<file path="src/rtl/riot_arb_pkg.sv">
// Shared types and helpers for the RIOT bus-port arbiter.
package riot_arb_pkg;

    localparam int RIOT_ADDR_W = 7;

    typedef enum logic [1:0] {
        IDLE    = 2'd0,
        WAIT    = 2'd1,
        CAPTURE = 2'd2
    } arb_state_e;

    // Reads of the timer/interrupt space clear interrupt flags inside the RIOT.
    function automatic logic is_side_read(input logic                   rs_n,
                                          input logic [RIOT_ADDR_W-1:0] addr,
                                          input logic                   rw_n);
        return rs_n & addr[2] & rw_n;
    endfunction

endpackage

</file>
<file path="src/rtl/riot_bus_mux.sv">
// Combinational selector feeding the RIOT bus from either the CPU or the latched aux request.
module riot_bus_mux
    import riot_arb_pkg::*;
(
    input  logic                   grant_i,
    input  logic                   cpu_sel_i,
    input  logic [RIOT_ADDR_W-1:0] cpu_addr_i,
    input  logic                   cpu_rs_n_i,
    input  logic                   cpu_rw_n_i,
    input  logic [7:0]             cpu_wdata_i,
    input  logic [RIOT_ADDR_W-1:0] aux_addr_i,
    input  logic                   aux_rs_n_i,
    input  logic                   aux_rw_n_i,
    input  logic [7:0]             aux_wdata_i,
    output logic [RIOT_ADDR_W-1:0] riot_addr_o,
    output logic                   riot_rw_n_o,
    output logic [7:0]             riot_din_o,
    output logic                   riot_rs_n_o,
    output logic                   riot_cs1_o,
    output logic                   riot_cs2_n_o
);

    assign riot_addr_o  = grant_i ? aux_addr_i  : cpu_addr_i;
    assign riot_rw_n_o  = grant_i ? aux_rw_n_i  : cpu_rw_n_i;
    assign riot_din_o   = grant_i ? aux_wdata_i : cpu_wdata_i;
    assign riot_rs_n_o  = grant_i ? aux_rs_n_i  : cpu_rs_n_i;
    assign riot_cs1_o   = grant_i | cpu_sel_i;
    assign riot_cs2_n_o = ~(grant_i | cpu_sel_i);

endmodule

</file>
<file path="src/rtl/riot_port_arbiter.sv">
// Shares the M6532 bus port between the CPU (absolute priority) and an aux requester.
// Optional slot timeout enabled by defining RIOT_ARB_TIMEOUT_EN.
module riot_port_arbiter
    import riot_arb_pkg::*;
#(
    parameter bit          ALLOW_SIDE_READ = 1'b0,
    parameter int unsigned TIMEOUT_SLOTS   = 255
)(
    input  logic                   clk,
    input  logic                   res_n,
    input  logic                   ce,
    input  logic                   cpu_sel,
    input  logic [RIOT_ADDR_W-1:0] cpu_addr,
    input  logic                   cpu_rs_n,
    input  logic                   cpu_rw_n,
    input  logic [7:0]             cpu_wdata,
    input  logic                   aux_req,
    input  logic [RIOT_ADDR_W-1:0] aux_addr,
    input  logic                   aux_rs_n,
    input  logic                   aux_rw_n,
    input  logic [7:0]             aux_wdata,
    output logic                   aux_busy,
    output logic                   aux_ack,
    output logic                   aux_err,
    output logic [7:0]             aux_rdata,
    output logic [RIOT_ADDR_W-1:0] riot_addr,
    output logic                   riot_rw_n,
    output logic [7:0]             riot_din,
    output logic                   riot_rs_n,
    output logic                   riot_cs1,
    output logic                   riot_cs2_n,
    input  logic [7:0]             riot_dout
);

    arb_state_e             state_q, state_d;
    logic [RIOT_ADDR_W-1:0] addr_q, addr_d;
    logic                   rs_n_q, rs_n_d;
    logic                   rw_n_q, rw_n_d;
    logic [7:0]             wdata_q, wdata_d;
    logic                   ack_q, ack_d;
    logic                   err_q, err_d;
    logic [7:0]             rdata_q, rdata_d;
    logic                   grant;
    logic                   timeout_hit;

    assign grant = (state_q == WAIT) & ce & ~cpu_sel;

`ifdef RIOT_ARB_TIMEOUT_EN
    logic [7:0] slot_q, slot_d;

    // A grant in the same cycle as the limit takes precedence over the abort.
    assign timeout_hit = (state_q == WAIT) & ~grant & (slot_q == 8'(TIMEOUT_SLOTS));

    always_comb begin
        slot_d = slot_q;
        if (state_q != WAIT) begin
            slot_d = 8'd0;
        end else if (ce && cpu_sel) begin
            slot_d = slot_q + 8'd1;
        end
    end

    always_ff @(posedge clk or negedge res_n) begin
        if (!res_n) slot_q <= 8'd0;
        else        slot_q <= slot_d;
    end
`else
    logic [7:0] unused_timeout_slots;
    assign unused_timeout_slots = 8'(TIMEOUT_SLOTS);
    assign timeout_hit          = 1'b0;
`endif

    always_comb begin
        state_d = state_q;
        addr_d  = addr_q;
        rs_n_d  = rs_n_q;
        rw_n_d  = rw_n_q;
        wdata_d = wdata_q;
        ack_d   = 1'b0;
        err_d   = 1'b0;
        rdata_d = rdata_q;
        case (state_q)
            IDLE: begin
                if (aux_req) begin
                    addr_d  = aux_addr;
                    rs_n_d  = aux_rs_n;
                    rw_n_d  = aux_rw_n;
                    wdata_d = aux_wdata;
                    if (!ALLOW_SIDE_READ && is_side_read(aux_rs_n, aux_addr, aux_rw_n)) begin
                        ack_d = 1'b1;
                        err_d = 1'b1;
                    end else begin
                        state_d = WAIT;
                    end
                end
            end
            WAIT: begin
                if (grant) begin
                    if (rw_n_q) begin
                        state_d = CAPTURE;
                    end else begin
                        ack_d   = 1'b1;
                        state_d = IDLE;
                    end
                end else if (timeout_hit) begin
                    ack_d   = 1'b1;
                    err_d   = 1'b1;
                    state_d = IDLE;
                end
            end
            CAPTURE: begin
                // riot_dout still holds the grant-edge value; a CPU access now updates it only afterwards.
                rdata_d = riot_dout;
                ack_d   = 1'b1;
                state_d = IDLE;
            end
            default: state_d = IDLE;
        endcase
    end

    always_ff @(posedge clk or negedge res_n) begin
        if (!res_n) begin
            state_q <= IDLE;
            addr_q  <= '0;
            rs_n_q  <= 1'b0;
            rw_n_q  <= 1'b0;
            wdata_q <= 8'h00;
            ack_q   <= 1'b0;
            err_q   <= 1'b0;
            rdata_q <= 8'h00;
        end else begin
            state_q <= state_d;
            addr_q  <= addr_d;
            rs_n_q  <= rs_n_d;
            rw_n_q  <= rw_n_d;
            wdata_q <= wdata_d;
            ack_q   <= ack_d;
            err_q   <= err_d;
            rdata_q <= rdata_d;
        end
    end

    assign aux_busy  = (state_q != IDLE);
    assign aux_ack   = ack_q;
    assign aux_err   = err_q;
    assign aux_rdata = rdata_q;

    riot_bus_mux u_bus_mux (
        .grant_i      (grant),
        .cpu_sel_i    (cpu_sel),
        .cpu_addr_i   (cpu_addr),
        .cpu_rs_n_i   (cpu_rs_n),
        .cpu_rw_n_i   (cpu_rw_n),
        .cpu_wdata_i  (cpu_wdata),
        .aux_addr_i   (addr_q),
        .aux_rs_n_i   (rs_n_q),
        .aux_rw_n_i   (rw_n_q),
        .aux_wdata_i  (wdata_q),
        .riot_addr_o  (riot_addr),
        .riot_rw_n_o  (riot_rw_n),
        .riot_din_o   (riot_din),
        .riot_rs_n_o  (riot_rs_n),
        .riot_cs1_o   (riot_cs1),
        .riot_cs2_n_o (riot_cs2_n)
    );

endmodule

</file>
<file path="config.mk">
export PLATFORM = sky130hd
export DESIGN_NAME = riot_port_arbiter
export DESIGN_NICKNAME = d
export VERILOG_FILES = /design/src/rtl/riot_arb_pkg.sv /design/src/rtl/riot_bus_mux.sv /design/src/rtl/riot_port_arbiter.sv
export SDC_FILE = /design/constraint.sdc
export NUM_CORES = 1
export LEC_CHECK = 0
export BUFFER_PORTS_ARGS = -buffer_cell sky130_fd_sc_hd__buf_2
export CAP_MARGIN = 20
export CORE_ASPECT_RATIO = 1.25
export CORE_MARGIN = 8
export CORE_UTILIZATION = 47
export DETAILED_ROUTE_END_ITERATION = 7
export GPL_TIMING_DRIVEN = 0
export PLACE_DENSITY = 0.84
export SYNTH_ARGS = -nofsm -noshare
export SYNTH_HDL_FRONTEND = slang
export SYNTH_HIERARCHICAL = 1
export SYNTH_SLANG_ARGS = --single-unit
export TNS_END_PERCENT = 10
</file>
<file path="constraint.sdc">
create_clock -name clk -period 3.9 [get_ports clk]
set_input_delay 0.78 -clock clk [delete_from_list [all_inputs] [get_ports clk]]
set_output_delay 0.78 -clock clk [all_outputs]
set_load 0.02 [all_outputs]
</file>
# After elaboration in Yosys (flattened, before gate mapping)
# Index checks and enable logic that the tools add are counted.
# totals
ff_bits,29
in_bits,47
out_inout_bits,30
# classes
eq_ne,5
muxes,15
n_bitwise,7
n_reduce_logical,4
# ops
operator,count
2-bit 2-to-1 mux,4
8-bit 2-to-1 mux,1
1-bit 2-to-1 mux,7
7-bit 2-to-1 mux,1
1-bit bitwise AND,4
"2-bit != test, second input constant",2
2-bit one-hot mux with 2 select lines,1
1-bit one-hot mux with 3 select lines,1
3-bit AND reduction,1
"2-bit by 1-bit == test with 1-bit output, second input constant",1
"2-bit == test, second input constant",1
2-bit logical NOT,1
"2-bit by 1-bit != test with 1-bit output, second input constant",1
1-bit NOT,2
2-bit AND reduction,1
2-bit nonzero test,1
1-bit OR,1

# Longest topological paths before layout
# logic_depth
word_depth,5
ltp_mapped,4

# By module
# The synthesis kept the hierarchy.
# modules_own_cells
module,instances,cells_per_inst,area_per_inst_um2
riot_port_arbiter,1,70,1138.6
riot_bus_mux,1,21,262.8

# Worst setup path before layout
# Ideal clock, no wire load.
# synth_timing
path_type,input port to output port
from,input port cpu_sel
to,output port riot_addr[4]
arrival_time_ns,1.694
t_required_ns,3.120
slack_ns,1.426
stages,4
n_path_buf,2
path_cell_list,and4bb_2 buf_6 buf_12 mux2_4
# synth_between
elab_chain_cells,3
# synth_lines
element,line_no,text
start: declaration,riot_port_arbiter.sv:12,"input logic cpu_sel,"
1-bit NOT,riot_port_arbiter.sv:46,assign grant = (state_q == WAIT) & ce & ~cpu_sel;
1-bit bitwise AND,riot_port_arbiter.sv:46,
7-bit 2-to-1 mux,riot_bus_mux.sv:23,assign riot_addr_o = grant_i ? aux_addr_i : cpu_addr_i;
end: declaration,riot_port_arbiter.sv:26,"output logic [RIOT_ADDR_W-1:0] riot_addr,"
# Every way passes these cells.

# Final worst setup path
# layout_timing
from,input port cpu_sel
to,output port riot_din[2]
# layout_between
elab_chain_cells,3
# layout_lines
element,line_no,text
1-bit NOT,riot_port_arbiter.sv:46,
1-bit bitwise AND,riot_port_arbiter.sv:46,
named net grant,riot_port_arbiter.sv:43,logic grant;
8-bit 2-to-1 mux,riot_bus_mux.sv:25,assign riot_din_o = grant_i ? aux_wdata_i : cpu_wdata_i;
end: declaration,riot_port_arbiter.sv:28,"output logic [7:0] riot_din,"
# The timed path passes the listed nets, and every way through them passes these cells.

==> results.tsv <==
stage	metric	value	unit
worst_setup_path	reg2reg_depth	3	
worst_setup_path	cp_common_cell	buf_2	
floorplan	dieWidth	64.84	microns
worst_setup_path	crit_required	3.12	ns
outcome	outcome	complete, no violations	
grt	grt.overflow.total	0	
floorplan	core-area	2890	sq um
timing	slew_violations	0	
power	switchingPower	418.4	uW
clocking	cts_setup_buffers	0	
drt	postRouteAntennaNets	0	
floorplan	die-area	4996	sq um
drt	post_drt_via_cell_ratio	5.000	
layout	final_cell_mix	76 x buf_2, 33 x mux2_2, 29 x dfrtp_1	
worst_setup_path	critPathKind	input pin to output pin	
floorplan	rows	22	
yosys	seq_area_frac_synth	51.79	%
power	vdd_drop_max	432.0	uV
drt	drc	0	
clocking	clock_latency	0.31	ns
power	p_seq_share	41.7	%
power	swShare	33.95	%
floorplan	die_h	77.05	microns
layout	drive_gt1_share	76.57	%
yosys	synth_ff_type	dfrtp_1	
drt	wirelength	3351	microns
worst_setup_path	path_cells	buf_2, and4bb_2, buf_6, buf_12, mux2_4, buf_2	
yosys	netlist_area	1401	sq um
timing	setup_viol	0	
worst_setup_path	timing.rr.start	state_q[1]	
worst_setup_path	arrival	2.01	ns
power	leakagePower	0.9597	nW
floorplan	io-pin-count	77	
grt	grt_pass1_vias	1298	
timing	period_share	71.64	%
placed_design	post-place-ws	1.095	ns
grt	grt_max_degree	30	
clocking	clkTransAtPathRegs	0.09	ns
timing	relSlewSlack	57.61	%
yosys	syn_nets	138	
power	p_comb_share	41.9	%
grt	grtUsageTotal	13.87	%
power	clock_power_share	16.3	%
worst_setup_path	critPathMaxStageDelay	0.33	ns
placed_design	hpwlAfterDp	2786	microns
power	internal_power	814.1	uW
worst_setup_path	end_kind	output pin	
grt	antenna_found_initial	0	
grt	grt_pass1_wl	5623	microns
worst_setup_path	path_max_fanout	10	
worst_setup_path	rr_endpoint	wdata_q[2]	
layout	area_growth	35.36	%
timing	rsz0062_at_grt	no	
worst_hold_path	hold_path.class	input pin to asynchronous set/reset pin	
clocking	cts.root.buffer_cell	clkbuf_4	
clocking	cts_tree	built	
worst_setup_path	r2r_slack	2.55	ns
timing	finalWorstSetupSlack	1.106	ns
timing	period_needed	2.794	ns
run	maxCapViolCount	0	
yosys	synth_edf_count	0	
layout	mostFrequentLayoutCell	buf_2	
timing	final-hold-violation-count	0	
yosys	synthDistinctLibCells	19	
power	power-per-cell-area	649.8	nW/um^2
worst_setup_path	cpLargestDelayFamily	buffers and inverters	
worst_setup_path	crit_path_start_kind	input pin	
layout	nets	221	
yosys	synthArstFlopShare	100.0	%
clocking	cts_hold_buf	0	
floorplan	start_util	48.48	%
timing	max_freq	357.9	MHz
drt	drt_pass1_iterations	2	
clocking	htree_levels	2	
yosys	yosysWarnings	6	
placed_design	globalplace.congestion	0.7654	
clocking	clockBufferDepth	2	
clocking	numCtsBuffers	5	
placed_design	io_buffers	76	
clocking	clock_sinks	29	
yosys	synth_seq_cells	29	
worst_setup_path	cpMaxStageDelayCell	and4bb_2	
worst_setup_path	worst-path-buf-inv	4	
timing	final.setup.tns	0	ns
drt	vias	1055	
drt	initialDrtViolationCount	11	
drt	routedWlPerCell	15.88	microns
yosys	synthCells	91	
timing	tightest_slew	0.6358	ns
timing	skew	0.006683	ns
clocking	cts.repair.resized	0	
layout	diodes	0	
yosys	syn_avg_cell_area	15.40	sq um
per-layer routing:
| layer | vias up | track usage [%] | share of wire [%] |
|---|---|---|---|
| met5 | - | 0 | 0 |
| met4 | 0 | 3.282 | 0.15 |
| met1 | 508 | 13.02 | 35 |
| li1 | 493 | - | - |
| met2 | 52 | 24.13 | 51 |
| met3 | 2 | 9.157 | 13 |
cells in the mapped netlist (2+ instances only):
| cell type | instances | area, sq um |
|---|---|---|
| inv_1 | 2 | 7.510 |
| buf_6 | 4 | 45.04 |
| mux2_2 | 33 | 371.6 |
| dfrtp_1 | 29 | 725.7 |
| mux2_4 | 8 | 120.1 |
| and2_1 | 2 | 12.51 |
how the worst max path moves through the flow:
stage,from,endpoint,slack (ns),depth (start not counted)
3_5_place_dp,cpu_sel,riot_addr[4],1.09,6
4_1_cts,cpu_sel,riot_din[2],1.09,6
3_3_place_gp,cpu_sel,riot_addr[4],1.13,6
6_report,cpu_sel,riot_din[2],1.11,6
2_1_floorplan,cpu_sel,riot_addr[4],1.43,4
5_1_grt,cpu_sel,riot_din[2],1.04,6
area by class of cell:
cell class,instances,area (sq um)
Buffer,5,65.06
Clock buffer,7,65.06
Clock inverter,1,5.005
Fill cell,231,993.5
Inverter,2,7.507
Multi-Input combinational cell,55,603.1
Sequential cell,29,725.7
Tap cell,36,45.04
Timing Repair Buffer,76,380.4
power by group through the flow:
stage                     combinational (mW)  clock, mW  sequential, mW
after floorplan                        0.322          0           0.558
after CTS                              0.527      0.211           0.517
final                                  0.517      0.201           0.514
after detailed placement               0.525          0           0.522
after global placement                 0.508          0           0.509
after global routing                   0.556      0.224           0.532
cells by family (layout without fill, tap and decap cells):
| logic type | Yosys count | in the layout | synth area share, % |
|---|---|---|---|
| DFF | 29 | 29 | 51.79 |
| muxes | 42 | 42 | 35.89 |
| and+or+nand+nor | 11 | 11 | 5.715 |
| AOI/OAI and AO/OA | 2 | 2 | 1.429 |
| buffers and inverters | 7 | 91 | 5.179 |
per-stage QoR:
| step | hold WS, ns | std cells | cell area (sq um) | utilization, % | total power [mW] |
|---|---|---|---|---|---|
| 2_1_floorplan | 0.4522 | 91 | 1401 | - | 0.8792 |
| 3_3_place_gp | 0.4705 | 203 | 1827 | 63.20 | 1.017 |
| 3_5_place_dp | 0.4797 | 203 | 1827 | 63.20 | 1.047 |
| 4_1_cts | 0.4825 | 211 | 1897 | 65.63 | 1.254 |
| 5_1_grt | 0.5119 | 211 | 1897 | 65.63 | 1.311 |
| 6_report | 0.4793 | 211 | 1897 | 65.63 | 1.233 |
sequential cells by signal, summed over array words and instances (netlist names):
register   flops
state_q        2
aux_rdata      8
rs_n_q         1
rw_n_q         1
addr_q         7
aux_ack        1
aux_err        1
wdata_q        8
Note: power is estimated with default switching activity, not from simulation.
